$ cat src/rtl/inst_fetch.sv
// inst_fetch: instruction fetch unit with a small {word, address} queue.
//
// A fetch-address register FA walks sequentially through instruction memory
// one 32-bit word at a time. Fetched words land in a queue whose head is
// presented to the control unit as Inst/PC. The control unit consumes the
// head with PC_SEL (hold, advance, branch, register jump). A redirect flushes
// the queue and retargets FA.
//
// Ports:
//   CLK        in   clock, all state on posedge
//   Reset      in   synchronous active-low reset
//   PC_SEL     in   [1:0] 00 hold, 01 advance, 10 branch, 11 register jump
//   PC_MUX     in   branch source for PC_SEL=10: 1 = PC + (K<<2), 0 = A
//   K          in   [63:0] branch word offset
//   A          in   [63:0] absolute target from the register file
//   mem_req    out  instruction memory read request
//   mem_addr   out  [63:0] byte address of the request
//   mem_ack    in   read complete, mem_rdata valid in the same cycle
//   mem_rdata  in   [31:0] fetched instruction word
//   Inst       out  [31:0] head instruction
//   Inst_valid out  head instruction is valid
//   PC         out  [63:0] byte address of Inst
//
// Build option:
//   INST_FETCH_PREFETCH_EN  2-entry queue with fetch-ahead; otherwise 1 entry.
//
// state | meaning
// IDLE  | no request outstanding; waiting for a free queue slot
// REQ   | mem_req held at mem_addr until mem_ack

module inst_fetch (
  input  logic        CLK,
  input  logic        Reset,
  input  logic [1:0]  PC_SEL,
  input  logic        PC_MUX,
  input  logic [63:0] K,
  input  logic [63:0] A,
  output logic        mem_req,
  output logic [63:0] mem_addr,
  input  logic        mem_ack,
  input  logic [31:0] mem_rdata,
  output logic [31:0] Inst,
  output logic        Inst_valid,
  output logic [63:0] PC
);

`ifdef INST_FETCH_PREFETCH_EN
  localparam logic [1:0] DEPTH = 2'd2;
`else
  localparam logic [1:0] DEPTH = 2'd1;
`endif

  typedef enum logic {IDLE = 1'b0, REQ = 1'b1} state_t;

  state_t      state_q, state_d;
  logic [63:0] fa_q, fa_d;
  logic        discard_q, discard_d;
  logic [63:0] mem_addr_q, mem_addr_d;
  logic [1:0]  count_q, count_d;
  logic [31:0] word0_q, word0_d, word1_q, word1_d;
  logic [63:0] addr0_q, addr0_d, addr1_q, addr1_d;

  logic        consume, redirect, pop, ack, accept;
  logic [63:0] target;
  logic [1:0]  base;

  always_comb begin
    consume  = (count_q != 2'd0) && (PC_SEL != 2'b00);
    redirect = consume && PC_SEL[1];
    pop      = consume && (PC_SEL == 2'b01);
    target   = (PC_SEL == 2'b10 && PC_MUX) ? addr0_q + (K << 2) : A;
    ack      = (state_q == REQ) && mem_ack;
    // A returning word is dropped if it belongs to a pre-redirect request or
    // if a redirect lands on the same edge.
    accept   = ack && !discard_q && !redirect;

    word0_d = word0_q;
    addr0_d = addr0_q;
    word1_d = word1_q;
    addr1_d = addr1_q;
    if (pop) begin
      word0_d = word1_q;
      addr0_d = addr1_q;
    end
    // occupancy after the pop, i.e. the slot a push lands in
    base = count_q - {1'b0, pop};
    if (accept) begin
      if (base == 2'd0) begin
        word0_d = mem_rdata;
        addr0_d = fa_q;
      end else begin
        word1_d = mem_rdata;
        addr1_d = fa_q;
      end
    end
    count_d = redirect ? 2'd0 : base + {1'b0, accept};
    fa_d    = redirect ? target : (accept ? fa_q + 64'd4 : fa_q);

    // A redirect while a request is in flight cannot abort the handshake,
    // so the response is marked for discard instead.
    discard_d = discard_q;
    if (ack) begin
      discard_d = 1'b0;
    end else if (redirect && state_q == REQ) begin
      discard_d = 1'b1;
    end

    // On ack the next request chains straight from REQ when a slot is still
    // free, which is what lets the 2-entry build sustain one word per cycle.
    state_d    = state_q;
    mem_addr_d = mem_addr_q;
    if (state_q == IDLE || ack) begin
      if (count_d < DEPTH) begin
        state_d    = REQ;
        mem_addr_d = fa_d;
      end else begin
        state_d    = IDLE;
      end
    end
  end

  always_ff @(posedge CLK) begin
    if (!Reset) begin
      state_q    <= IDLE;
      fa_q       <= 64'd0;
      discard_q  <= 1'b0;
      mem_addr_q <= 64'd0;
      count_q    <= 2'd0;
      word0_q    <= 32'd0;
      addr0_q    <= 64'd0;
      word1_q    <= 32'd0;
      addr1_q    <= 64'd0;
    end else begin
      state_q    <= state_d;
      fa_q       <= fa_d;
      discard_q  <= discard_d;
      mem_addr_q <= mem_addr_d;
      count_q    <= count_d;
      word0_q    <= word0_d;
      addr0_q    <= addr0_d;
      word1_q    <= word1_d;
      addr1_q    <= addr1_d;
    end
  end

  assign mem_req    = (state_q == REQ);
  assign mem_addr   = mem_addr_q;
  assign Inst       = word0_q;
  assign PC         = addr0_q;
  assign Inst_valid = (count_q != 2'd0);

endmodule
$ cat config.mk
export PLATFORM = sky130hd
export DESIGN_NAME = inst_fetch
export DESIGN_NICKNAME = d
export VERILOG_FILES = /design/src/rtl/inst_fetch.sv
export SDC_FILE = /design/constraint.sdc
export NUM_CORES = 1
export LEC_CHECK = 0
export ABC_CLOCK_PERIOD_IN_PS = 6600
export CAP_MARGIN = 10
export CORE_MARGIN = 5
export CORE_UTILIZATION = 58
export DETAILED_ROUTE_END_ITERATION = 10
export GPL_ROUTABILITY_DRIVEN = 0
export PLACE_DENSITY = 0.95
export SYNTH_ARGS = -nofsm -noshare
export SYNTH_HDL_FRONTEND = slang
export SYNTH_SLANG_ARGS = --single-unit
export TNS_END_PERCENT = 1
$ cat constraint.sdc
create_clock -name CLK -period 6.6 [get_ports CLK]
set_clock_uncertainty 0.1 [all_clocks]
set_input_delay 0.66 -clock CLK [delete_from_list [all_inputs] [get_ports CLK]]
set_output_delay 0.66 -clock CLK [all_outputs]
set_load 0.005 [all_outputs]
Yosys cells after proc, flatten, opt, wreduce, memory -nomap -nowiden
Cells that the tools add are included.
- register bits: 324
- input bits: 166
- output and inout bits: 162
- word-level logic and storage cells: 47
- $add $sub $neg: 4
- order comparisons: 1
- equal/unequal tests: 2
- multiplexer cells: 11
- bitwise operators: 3
- reductions and logical operators: 17
- operators by type and width (kind ; number):
    $mux W64 ; 6
    $mux W32 ; 3
    $add A64 B3 Y64 const B ; 1
    $add A64 B64 Y64 ; 1
    $logic_and A1 B1 Y1 ; 8
    $reduce_and A2 Y1 ; 2
    $reduce_bool A2 Y1 ; 2
    $not A1 Y1 ; 3
    $add A2 B1 Y2 ; 1
    $eq A2 B1 Y1 const B ; 1
    $eq A2 B2 Y1 const B ; 1
    $logic_not A1 Y1 ; 2
    $logic_not A2 Y1 ; 1
    $lt A2 B1 Y1 const B ; 1
    $mux W2 ; 1
    $reduce_or A2 Y1 ; 1
    $sub A2 B1 Y2 ; 1
    $logic_or A1 B1 Y1 ; 1
    $mux W1 ; 1

Logic depth before layout (Yosys ltp)
- word-level depth: 9
- depth in mapped cells: 16
- depth with buffers taken out: 12

Worst setup path after synthesis
No wires, ideal clock.
- path kind: in2reg
- from: input port PC_SEL[1]
- to: register mem_addr_q[50] (netlist: mem_addr[50])
- library setup time: 0.129 ns
- data arrival time: 3.395 ns
- data required time: 6.371 ns
- setup slack: 2.976 ns
- cell stages on the path: 14
- buffers on the path: 5
- cell sequence: and3b_1 > clkbuf_1 > clkbuf_1 > ha_1 > inv_1 > ha_1 > o21ai_0 > inv_1 > or2_2 > clkbuf_1 > clkbuf_1 > clkbuf_1 > nand3_1 > o31ai_2
- longest elaborated chain between the ends: 9
- elaborated cells on any way between the ends: 17
- those cells by class: add/sub: 2; order compare: 1; eq/ne: 2; mux: 4; reduce/logical: 8
- ends and longest elaborated chain (item ; line ; source):
    start: declaration ; 34 ; input logic [1:0] PC_SEL,
    parallel branches: the longest is 9 deep, another holds $sub A2 B1 Y2 ; -- ;
    end signal: assignment ; 137 ; mem_addr_q <= mem_addr_d;
    end: declaration ; 58 ; logic [63:0] mem_addr_q, mem_addr_d;
Several ways; the timed one is not identified.
A chain may end at the register's enable or synchronous reset.

Worst setup path in the final report
- from: register count_q[0]
- to: register mem_addr_q[54] (netlist: mem_addr[54])
- longest elaborated chain between the ends: 9
- elaborated cells on any way between the ends: 13
- those cells by class: add/sub: 2; order compare: 1; mux: 3; reduce/logical: 7
- ends and longest elaborated chain (item ; line ; source):
    start: declaration ; 59 ; logic [1:0] count_q, count_d;
    start signal: assignment ; 138 ; count_q <= count_d;
    parallel branches: the longest is 9 deep, another holds $sub A2 B1 Y2 ; -- ;
Several ways; the timed one is not identified.

==> impl_summary.log <==
[metrics] post-route ant nets: 0
[metrics] Synth area leader: sky130_fd_sc_hd__dfxtp_1
[metrics] Setup violations, final: 0
[metrics] site row count: 64
[metrics] fraction of final layout cells with drive strength greater than 1: 4.81%
[metrics] run status: completed
[metrics] worst-skew pair later-pin latency: around 0.52 ns
[metrics] synthesized instance count: 2,273
[metrics] Setup WS pre-CTS: between 1.5 and 2 ns
[metrics] routed vias/inst: 6.63
[metrics] required time of the critical path: between 6 and 7 ns
[metrics] total I/O pin count: 328
[metrics] share of synthesized cell area in full adder, half adder and majority cells: 4.60%
[metrics] core occupancy in the finished layout: 73.3%
[metrics] net count after synthesis: between 2k and 3k
[metrics] die outline area: ~34,000 µm²
[metrics] pin count of the biggest net entering global routing: 132
[metrics] worst setup slack after layout: 2.23 ns
[metrics] type of destination of the critical path: register
[metrics] achievable clock frequency: 229 MHz
[metrics] setup repair after global routing missed its margin: false
[metrics] port buffer count: 325
[metrics] Async S/R FF share, synth: 0%
[metrics] number of antenna diodes: 0
[metrics] vias in the first global route: roughly 19k
[metrics] simple logic cell fraction of the synthesized area: 22.7%
[metrics] Hold/Removal Path Class: register to register
[metrics] Slew Viols, Final: 0
[metrics] area delta synth->final: 25.4%
[metrics] Final #Nets: between 2k and 3k
[metrics] number of storage elements in the synthesis netlist: roughly 320
[metrics] Synth warnings: 0
[metrics] H-tree levels: 2
[metrics] portion of netlist area occupied by mux cells: approximately 5.8%
[metrics] CTS tree: done
[metrics] gr ovfl total: 0
[metrics] EDFF count, synth: 0
[metrics] placed cell areas: around 21,000 µm²
[metrics] MaxCap Viol Count: 0
[metrics] total negative setup slack: 0 ns
[metrics] P_leak: approximately 8.4 nW
[metrics] cell area after synthesis: 17,800 µm²
[metrics] maximum number of buffers from clock root to sink: 3
[metrics] clock transition at the registers of the reported paths: roughly 0.060 ns
[metrics] number of antenna violations at the first check in global routing: 1
[metrics] clk sink count: approximately 320
[metrics] Num CTS Buffers: 36
[metrics] Post-Route Hold Slack: 0.354 ns
[metrics] worst slew pin tran: 1.09 ns
[metrics] Critical Path Start Type: register
[metrics] summed area of non-filler cells in the final layout: 22,400 µm²
[metrics] crit path max fanout: 41
[metrics] total setup buffers inserted after CTS: 0
[metrics] count of filler cells inserted in the layout: between 2k and 2.5k
[metrics] ranking of synthesized cells by instance count: sky130_fd_sc_hd__nand2_1, sky130_fd_sc_hd__dfxtp_1, sky130_fd_sc_hd__a21oi_1
[metrics] Routed Wire Length: 64,100 µm
[metrics] hold-fix buffers at CTS: 0
[metrics] total global-route track usage: 35.5%
[metrics] critical setup path kind: register to register
[metrics] global-route wire length before repair: 99,200 µm
[metrics] xor/xnor share of the synthesized area: under 10%
[metrics] shortest period the worst path allows: 4.37 ns
[metrics] most common flop cell mapped by yosys: sky130_fd_sc_hd__dfxtp_1
[metrics] Arr. time, crit path: between 4 and 5 ns
[metrics] syn_area_per_cell: 7.85 µm²
[metrics] final cycle utilization of the critical path: 66.2%
[metrics] Peak supply drop: between 0.3 and 0.4 mV
[metrics] detailed router's first-iteration violation count: 2,517
[metrics] power density normalized to cell area: 411 nW/µm²
[metrics] via count: 19.3k
[metrics] max-slew headroom at the worst pin: 27.3%
[metrics] sequential share of the synthesized area: 36.4%
[metrics] count of final hold-check violations: 0
[metrics] number of iterations in the first detailed-routing pass: 9
[metrics] synthesized-area fraction occupied by ao, oa, aoi and oai cells: 21.7%
[metrics] Chip Width: between 150 and 200 µm
[metrics] Synth top area share: a little over a third
[metrics] CTS root buffer: sky130_fd_sc_hd__clkbuf_16
[metrics] DRC viols: 0
[metrics] dominant combinational cell family by area after synthesis: simple AND/OR/NAND/NOR gates
[metrics] cell with the most instances after synthesis: sky130_fd_sc_hd__nand2_1
[metrics] leading cell types by total area after synthesis: sky130_fd_sc_hd__dfxtp_1, sky130_fd_sc_hd__nand2_1, sky130_fd_sc_hd__a21oi_1
[metrics] Distinct cells, synth: 86
[metrics] detail-routed net length per standard cell: 22.0 µm
[metrics] Starting Density: 58.5%
[metrics] height of the chip: 185 µm
[metrics] area of the placeable core: 30,500 µm²
[metrics] detailed placement HPWL: 43,100 µm
[metrics] number of resized instances in the post-cts repair step: 0
-- final cells by class --
class                   count  area [µm²]  share of cell area (%)
clock buffers              44        1000                    4.48
multi-input cells        1761       10700                    47.7
flip-flops and latches    324        6490                    29.0
inverters                  25        98.8                   0.442
well taps                 396         495                    2.22
repair buffers            345        3410                    15.2
clock inverters            18         195                   0.873
-- stage by stage --
step / total power (W) / std cells
floorplan: 0.00523 / 2273
global placement: 0.00678 / 2851
detailed placement: 0.00697 / 2851
CTS: 0.00906 / 2913
global route: 0.00961 / 2913
finish: 0.00920 / 2913
-- registers in the layout, indices dropped and copies added (netlist names) --
| name | cells |
|---|---|
| Inst | 32 |
| PC | 64 |
| addr1_q | 64 |
| count_q | 2 |
| discard_q | 1 |
| fa_q | 64 |
| mem_addr | 64 |
| mem_req | 1 |
| word1_q | 32 |
-- cell families after synthesis --
| family | after synthesis |
|---|---|
| XOR/XNOR | 99 |
| multiplexers | 103 |
| AND/OR/NAND/NOR | 884 |
| flip-flops | 324 |
| AO/OA/AOI/OAI | 610 |
| buffers and inverters | 188 |
| adder cells (fa/ha/maj) | 65 |
-- cells in the final DEF (no fill, tap or decap), drive strengths merged, types with 14 or more instances in the layout --
cell,netlist,final
inv,25,29
nor2,224,224
mux2i,102,102
nand2,376,376
o21ai,76,76
nand4,41,41
o21bai,14,14
xnor2,54,54
clkdlybuf4s50,0,324
nor3,36,36
a21o,38,38
a21oi,245,245
ha,64,64
a31oi,14,14
and3,34,34
dfxtp,324,324
nand3,70,70
and2,40,40
o31ai,17,17
buf,33,21
clkbuf,130,44
a211oi,118,118
xor2,45,45
o21a,15,15
-- worst paths after layout --
| path | end | cells past startpoint | from | slack (ns) |
|---|---|---|---|---|
| worst min-delay path | addr1_q[12] | 2 | addr1_q[12] | 0.35 |
| worst max register to register | mem_addr[54] | 11 | count_q[0] | 2.23 |
| worst max-delay path | mem_addr[54] | 11 | count_q[0] | 2.23 |
| worst min register to register | addr1_q[12] | 2 | addr1_q[12] | 0.35 |
-- power by group --
part,internal (W),total [W],switching (W)
logic,0.00174,0.00420,0.00246
clock network,0.00121,0.00205,0.000844
registers,0.00245,0.00295,0.000500
-- critical path, cell delays in order, from the launching register on --
cell,delay (ns)
sky130_fd_sc_hd__dfxtp_1,0.35
sky130_fd_sc_hd__o21ai_4,0.78
sky130_fd_sc_hd__nand2_1,0.27
sky130_fd_sc_hd__inv_1,0.31
sky130_fd_sc_hd__ha_1,0.22
sky130_fd_sc_hd__xnor2_1,0.14
sky130_fd_sc_hd__o21ai_0,0.13
sky130_fd_sc_hd__inv_1,0.12
sky130_fd_sc_hd__or2_2,0.66
sky130_fd_sc_hd__buf_4,0.60
sky130_fd_sc_hd__nor2_1,0.25
sky130_fd_sc_hd__a31o_2,0.29
-- routing by layer --
metal  up-vias  GRT usage, %  share of wire [%]
li1       8495             -                  -
met1      8851          42.7                 35
met2      1519          58.7                 46
met3       434          8.60                 13
met4         2          18.7                6.5
met5         -             0              0.020
Power figures use the tool's default switching activity.
